==> src/rtl/board_switch_debounce.sv <==
// Per-channel switch debouncer: two-flop synchronizer, stability counter,
// registered edge pulses and sticky, write-one-to-clear event flags with an interrupt.
module board_switch_debounce #(
  parameter int DATA_WIDTH      = 16,
  parameter int SWITCH_WIDTH    = 10,
  parameter int DEBOUNCE_CYCLES = 50000,
  parameter int COUNTER_WIDTH   = 16,
  parameter int EVENT_MODE      = 0
) (
  input  logic                         clk,
  input  logic                         reset,
  input  logic signed [DATA_WIDTH-1:0] ext_board_switch,
  output logic signed [DATA_WIDTH-1:0] data,
  output logic [SWITCH_WIDTH-1:0]      rise,
  output logic [SWITCH_WIDTH-1:0]      fall,
  output logic [SWITCH_WIDTH-1:0]      event_flags,
  input  logic [SWITCH_WIDTH-1:0]      event_clear,
  output logic                         irq
);

  localparam logic [COUNTER_WIDTH-1:0] LAST = COUNTER_WIDTH'(DEBOUNCE_CYCLES - 1);

  typedef enum logic {INIT, RUN} state_t;

  state_t                    state;
  logic [1:0]                fill;
  logic [SWITCH_WIDTH-1:0]   s1;
  logic [SWITCH_WIDTH-1:0]   s2;
  logic [SWITCH_WIDTH-1:0]   stable;
  logic [SWITCH_WIDTH-1:0]   commit;
  logic [SWITCH_WIDTH-1:0]   rise_d;
  logic [SWITCH_WIDTH-1:0]   fall_d;
  logic [SWITCH_WIDTH-1:0]   set_d;
  logic [COUNTER_WIDTH-1:0]  cnt [SWITCH_WIDTH];

  function automatic logic [COUNTER_WIDTH-1:0] sat_inc(input logic [COUNTER_WIDTH-1:0] c);
    return (c == '1) ? c : c + COUNTER_WIDTH'(1);
  endfunction

  function automatic logic [SWITCH_WIDTH-1:0] qualify(input logic [SWITCH_WIDTH-1:0] r,
                                                      input logic [SWITCH_WIDTH-1:0] f);
    case (EVENT_MODE)
      1:       return r;
      2:       return f;
      default: return r | f;
    endcase
  endfunction

  // Upper pin bits are not channels; they are deliberately left unconnected.
  if (SWITCH_WIDTH < DATA_WIDTH) begin : g_upper
    logic unused_upper;
    assign unused_upper = ^ext_board_switch[DATA_WIDTH-1:SWITCH_WIDTH];
  end

  always_comb begin
    commit = '0;
    for (int i = 0; i < SWITCH_WIDTH; i++) begin
      commit[i] = (state == RUN) && (s2[i] != stable[i]) && (cnt[i] >= LAST);
    end
    rise_d = commit & s2;
    fall_d = commit & ~s2;
    set_d  = qualify(rise_d, fall_d);
  end

  always_comb begin
    data = '0;
    data[SWITCH_WIDTH-1:0] = stable;
  end

  assign irq = |event_flags;

  always_ff @(posedge clk) begin
    if (reset) begin
      state       <= INIT;
      fill        <= '0;
      s1          <= '0;
      s2          <= '0;
      stable      <= '0;
      rise        <= '0;
      fall        <= '0;
      event_flags <= '0;
      for (int i = 0; i < SWITCH_WIDTH; i++) cnt[i] <= '0;
    end else begin
      s1          <= ext_board_switch[SWITCH_WIDTH-1:0];
      s2          <= s1;
      rise        <= rise_d;
      fall        <= fall_d;
      // A new event in the same cycle as its clear keeps the flag set.
      event_flags <= (event_flags & ~event_clear) | set_d;
      case (state)
        INIT: begin
          for (int i = 0; i < SWITCH_WIDTH; i++) cnt[i] <= '0;
          fill <= fill + 2'd1;
          // Adopt the pin levels once both synchronizer stages hold them.
          if (fill == 2'd2) begin
            stable <= s2;
            state  <= RUN;
          end
        end
        RUN: begin
          for (int i = 0; i < SWITCH_WIDTH; i++) begin
            if (s2[i] == stable[i]) begin
              cnt[i] <= '0;
            end else if (commit[i]) begin
              stable[i] <= s2[i];
              cnt[i]    <= '0;
            end else begin
              cnt[i] <= sat_inc(cnt[i]);
            end
          end
        end
        default: state <= INIT;
      endcase
    end
  end

endmodule

==> config.mk <==
export PLATFORM = sky130hd
export DESIGN_NAME = board_switch_debounce
export DESIGN_NICKNAME = d
export VERILOG_FILES = /design/src/rtl/board_switch_debounce.sv
export SDC_FILE = /design/constraint.sdc
export NUM_CORES = 1
export LEC_CHECK = 0
export CORE_MARGIN = 2
export CORE_UTILIZATION = 60
export CTS_BUF_LIST = sky130_fd_sc_hd__clkbuf_8
export DETAILED_ROUTE_END_ITERATION = 6
export HOLD_SLACK_MARGIN = 0.12
export PLACE_DENSITY = 0.93
export REMOVE_ABC_BUFFERS = 1
export SETUP_SLACK_MARGIN = 0.02
export SLEW_MARGIN = 20
export SYNTH_ARGS = -nofsm -noshare
export SYNTH_HDL_FRONTEND = slang
export SYNTH_SLANG_ARGS = --single-unit
==> constraint.sdc <==
create_clock -name clk -period 2.8 [get_ports clk]
set_input_delay 0.56 -clock clk [delete_from_list [all_inputs] [get_ports clk]]
set_output_delay 0.56 -clock clk [all_outputs]
set_load 0.1 [all_outputs]
* Word level (Yosys, flattened, before mapping)
Memory sizes are Yosys's and may differ from the RTL's.
Cells that the tools add are included.
** Storage, ports and cells
- Bits in registers :: 63
- Bits in writable memories :: 160
- Input port bits :: 28
- Output and inout port bits :: 47
- Word-level logic and storage cells :: 389
- Memories kept :: 1
** Memories
- cnt :: words 10, bits a word 16, rd ports 10, clocked after Yosys merged registers in 0, wr ports 10, line 34 : logic [COUNTER_WIDTH-1:0] cnt [SWITCH_WIDTH];
** Operators by class
- Add/sub/neg operators :: 11
- Order comparisons :: 10
- Equal/unequal tests :: 52
- Multiplexer cells :: 219
- Bitwise logic cells :: 48
- Reductions and logical operators :: 31
** Operator list (number)
- $mux W16 :: 50
- $mux W1 :: 167
- $add A16 B1 Y16 const B :: 10
- $eq A16 B16 Y1 const B :: 10
- $ge A16 B16 Y1 const B :: 10
- $or A1 B1 Y1 :: 40
- $and A10 B10 Y10 :: 3
- $reduce_and A3 Y1 :: 10
- $ne A2 B2 Y1 const B :: 11
- $logic_and A1 B1 Y1 :: 20
- $ne A2 B1 Y1 const B :: 10
- $not A10 Y10 :: 2
- $or A10 B10 Y10 :: 2
- $pmux W10 S2 :: 1
- $eq A1 B1 Y1 :: 10
- $mux W10 :: 1
- $ne A1 B1 Y1 :: 10
- $reduce_or A10 Y1 :: 1
- $add A2 B1 Y2 const B :: 1
- $eq A2 B2 Y1 const B :: 1
- $not A1 Y1 :: 1

* Longest topological paths before layout
- Depth after elaboration :: 10
- Gate-level depth with buffers :: 7
- Gate-level depth less buffers :: 5

* Worst setup path before layout
OpenSTA, ideal clock, no wires.
- Path type :: register to output
- From :: register event_flags[4]
- To :: output port irq
- Arrival time :: 1.890 ns
- Required time :: 2.240 ns
- Path slack :: 0.350 ns
- Cell stages (with the launch flop) :: 3
- Buffers on the path :: 0
- Cell sequence :: dfxtp_1 -> nor4_1 -> nand3_1
** Between the ends
- Word-level cells in the longest chain between the ends :: 1
** RTL lines
- start: declaration :: line 16 : output logic [SWITCH_WIDTH-1:0] event_flags,
- start signal: assignment :: line 89 : event_flags <= (event_flags & ~event_clear) | set_d;
- $reduce_or A10 Y1 :: line 70 : assign irq = |event_flags;
- end: declaration :: line 18 : output logic irq
Every way passes these cells.

* Worst setup path in the final report
- From :: register event_flags[8]
- To :: output port irq
The elaborated chain is that of the path after synthesis.

==> impl_metrics.json <==
{
  "insertion_delay_ns": 0.54,
  "slew_headroom_pct": 56.18,
  "die_area_um2": 19240,
  "numCtsBuffers": 37,
  "wire_per_inst_um": 14.31,
  "wl_mm": 22.18,
  "synth_edf_count": 160,
  "dp_hpwl_mm": 14.89,
  "cpMaxStageDelayCell": "nor4_1",
  "ios": 75,
  "fin_crit_sh_pct": 87.62,
  "arrival_ns": 1.89,
  "post-cts-setup-buffer-count": 0,
  "path_class": "reg -> out",
  "p_leak_nw": 4.773,
  "irDropWorstVdd_mv": 0.4495,
  "reg2reg_depth": 4,
  "start_util_pct": 60.81,
  "route.vias.total": 8263,
  "grt_max_degree": 54,
  "syn_area_um2": 10890,
  "p_seq_share_pct": 51.6,
  "avgSynthCellArea_um2": 10.30,
  "async_flop_share_pct": 0,
  "antennaDiodeCount": 0,
  "grt_pass1_vias": 8137,
  "required_ns": 2.24,
  "ys_seq_area_share_pct": 55.72,
  "final_nets": 1332,
  "clk_path_buf_depth": 3,
  "viasPerCell": 5.331,
  "status": "finished clean",
  "nFillCells": 1283,
  "synth_top_area_cell": "edfxtp_1",
  "internal_power_mw": 5.507,
  "synth_top_area_share_pct": 44.14,
  "power_frac_clock_pct": 38.4,
  "hold_viol": 0,
  "setup.worst_path.end": "irq",
  "cp.depth": 3,
  "ant_nets": 0,
  "crit_chain": "nor4_1 > nand3_1 > buf_4",
  "synth_flop_cell": "edfxtp_1",
  "ctsHoldBuffers": 0,
  "hold_depth": 1,
  "final-max-slew-violation-count": 0,
  "r2r_start": "cnt[0][13]",
  "io_buffers": 62,
  "ys.warnings.count": 0,
  "fmax_mhz": 407.6,
  "r2r_end": "cnt[0][13]",
  "end_kind": "output pin",
  "drtIter0Drc": 603,
  "hp-start": "s1[6]",
  "ys_types": 45,
  "rows": 49,
  "fp.dieW_um": 138.7,
  "antenna_found_initial": 0,
  "worst_pin_slew_ns": 0.6555,
  "max_cap_violations": 0,
  "track_usage_pct": 23.14,
  "grt_overflow_total": 0,
  "netSwitchingPower_mw": 1.921,
  "drive_gt1_share_pct": 8.251,
  "place_congestion": 0.9217,
  "p_total_mw": 7.429,
  "fin_skew_ns": 0.02212,
  "grt_pass1_wl_mm": 36.83,
  "critPathTopFamily": "simple AND/OR/NAND/NOR gates",
  "clkTransAtPathRegs_ns": 0.06,
  "clock-sinks": 223,
  "core_um2": 17900,
  "timing.setup.tns_ns": 0,
  "hold_path_class": "reg -> reg",
  "critical_path_buf_inv_count": 1,
  "cp-startpoint": "event_flags[8]",
  "power_density_nw_per_um2": 575.3,
  "worst-r2r-setup-slack_ns": 0.58,
  "cts.repair.resized": 0,
  "cts_tree": "done",
  "rsz0062_at_grt": "false",
  "syn_to_final_growth_pct": 18.62,
  "cpPeakStageDelay_ns": 0.60,
  "path_max_fanout": 3,
  "first_pass_iters": 5,
  "synth_seq_cells": 223,
  "root_buffer": "clkbuf_8",
  "setup_viol": 0,
  "h-tree-depth": 2,
  "synth_area_leaders": "edfxtp_1 (44%), dfxtp_1 (12%), nor2_1 (6.8%)",
  "p_sw_share_pct": 25.86,
  "drcViolationCount": 0,
  "period_minus_slack_ns": 2.453,
  "combPwrFrac_pct": 10.0,
  "synth_cells": 1057,
  "chipHeight_um": 138.7,
  "cp-start-kind": "flip-flop"
}
[stage by stage]
step           cells  instance area [µm²]  utilization (%)  hold WS, ns  setup slack, ns
6_report        1550                12910            72.13       0.4286           0.3466
5_1_grt         1550                12910            72.13       0.4543           0.3364
4_1_cts         1550                12910            72.13       0.4344           0.4295
3_5_place_dp    1483                12170            67.96       0.4247           0.6414
3_3_place_gp    1483                12170            67.96       0.4191           0.6921
2_1_floorplan   1188                11340                -       0.4138           0.3500
[area by class of cell]
type	count	area (µm²)	share of cell area, %
Clock inverter	21	112.6	0.8721
Timing Repair Buffer	66	543.0	4.205
Tap cell	229	286.5	2.219
Sequential cell	223	6066	46.98
Clock buffer	46	633.1	4.903
Inverter	45	168.9	1.308
Multi-Input combinational cell	920	5102	39.52
[worst min path at each step]
stage          slack [ns]  endpoint
3_3_place_gp         0.42     s2[1]
2_1_floorplan        0.41     s2[0]
3_5_place_dp         0.42     s2[6]
5_1_grt              0.45     s2[6]
4_1_cts              0.43     s2[6]
6_report             0.43     s2[6]
[state kept, by name, summed over array words and instances, names as in the netlist]
register / cells
rise: 10
cnt: 160
fill: 2
state: 1
s1: 10
s2: 10
fall: 10
event_flags: 10
stable: 10
[logic make-up after synthesis]
logic type      after synthesis  synth area share (%)
compound gates               88                 5.333
xor+xnor                    121                 9.736
fa+ha+maj                    11                 1.264
buf+inv                      78                 3.057
flops                       223                 55.72
mux                          10                0.9196
other cells                   2               0.06899
simple gates                524                 23.90
[synth_stat cells (10+ instances only)]
master,count
nor4_1,16
dfxtp_1,63
buf_2,14
a21oi_1,24
or3_1,22
nand4_1,37
a31oi_1,13
or4_1,13
mux2i_1,10
nor2_1,197
and4_1,11
clkbuf_1,12
nand2_1,59
nand3_1,60
nand2b_1,22
xnor2_1,75
inv_1,45
o21ai_0,17
nor3_1,35
ha_1,11
edfxtp_1,160
a211o_1,19
nor2b_1,21
and3_1,12
xor2_1,46
[metal layers]
metal  wire [µm]  vias to the layer above  share of wire [%]  GRT usage [%]
li1            -                     4059                  -              -
met1        9085                     3851                 41          28.22
met2       11020                      285                 50          40.52
met3        1435                       68                6.5          4.489
met4         638                        0                2.9          9.623
met5           0                        -                  0              0
[power groups by stage]
stage	sequential (mW)	clock [mW]	combinational (mW)
3_5_place_dp	3.90	0	0.721
6_report	3.83	2.86	0.740
5_1_grt	3.85	3.04	0.810
2_1_floorplan	3.96	0	0.414
4_1_cts	3.83	2.91	0.730
3_3_place_gp	3.88	0	0.699
[cells in the final DEF, fill, tap and decap left out, types with 13 or more instances in the layout]
master | Yosys | layout
a211o_1 | 19 | 19
a21oi_1 | 24 | 24
a31oi_1 | 13 | 13
buf_4 | 6 | 45
clkbuf_8 | 0 | 46
clkdlybuf4s50_1 | 0 | 20
conb_1 | 2 | 166
dfxtp_1 | 63 | 63
edfxtp_1 | 160 | 160
inv_1 | 45 | 60
nand2_1 | 59 | 59
nand2b_1 | 22 | 22
nand3_1 | 60 | 60
nand4_1 | 37 | 37
nor2_1 | 197 | 197
nor2b_1 | 21 | 21
nor3_1 | 35 | 35
nor4_1 | 16 | 16
o21ai_0 | 17 | 17
or3_1 | 22 | 22
or4_1 | 13 | 13
xnor2_1 | 75 | 75
xor2_1 | 46 | 46
Power figures use the tool's default switching activity.
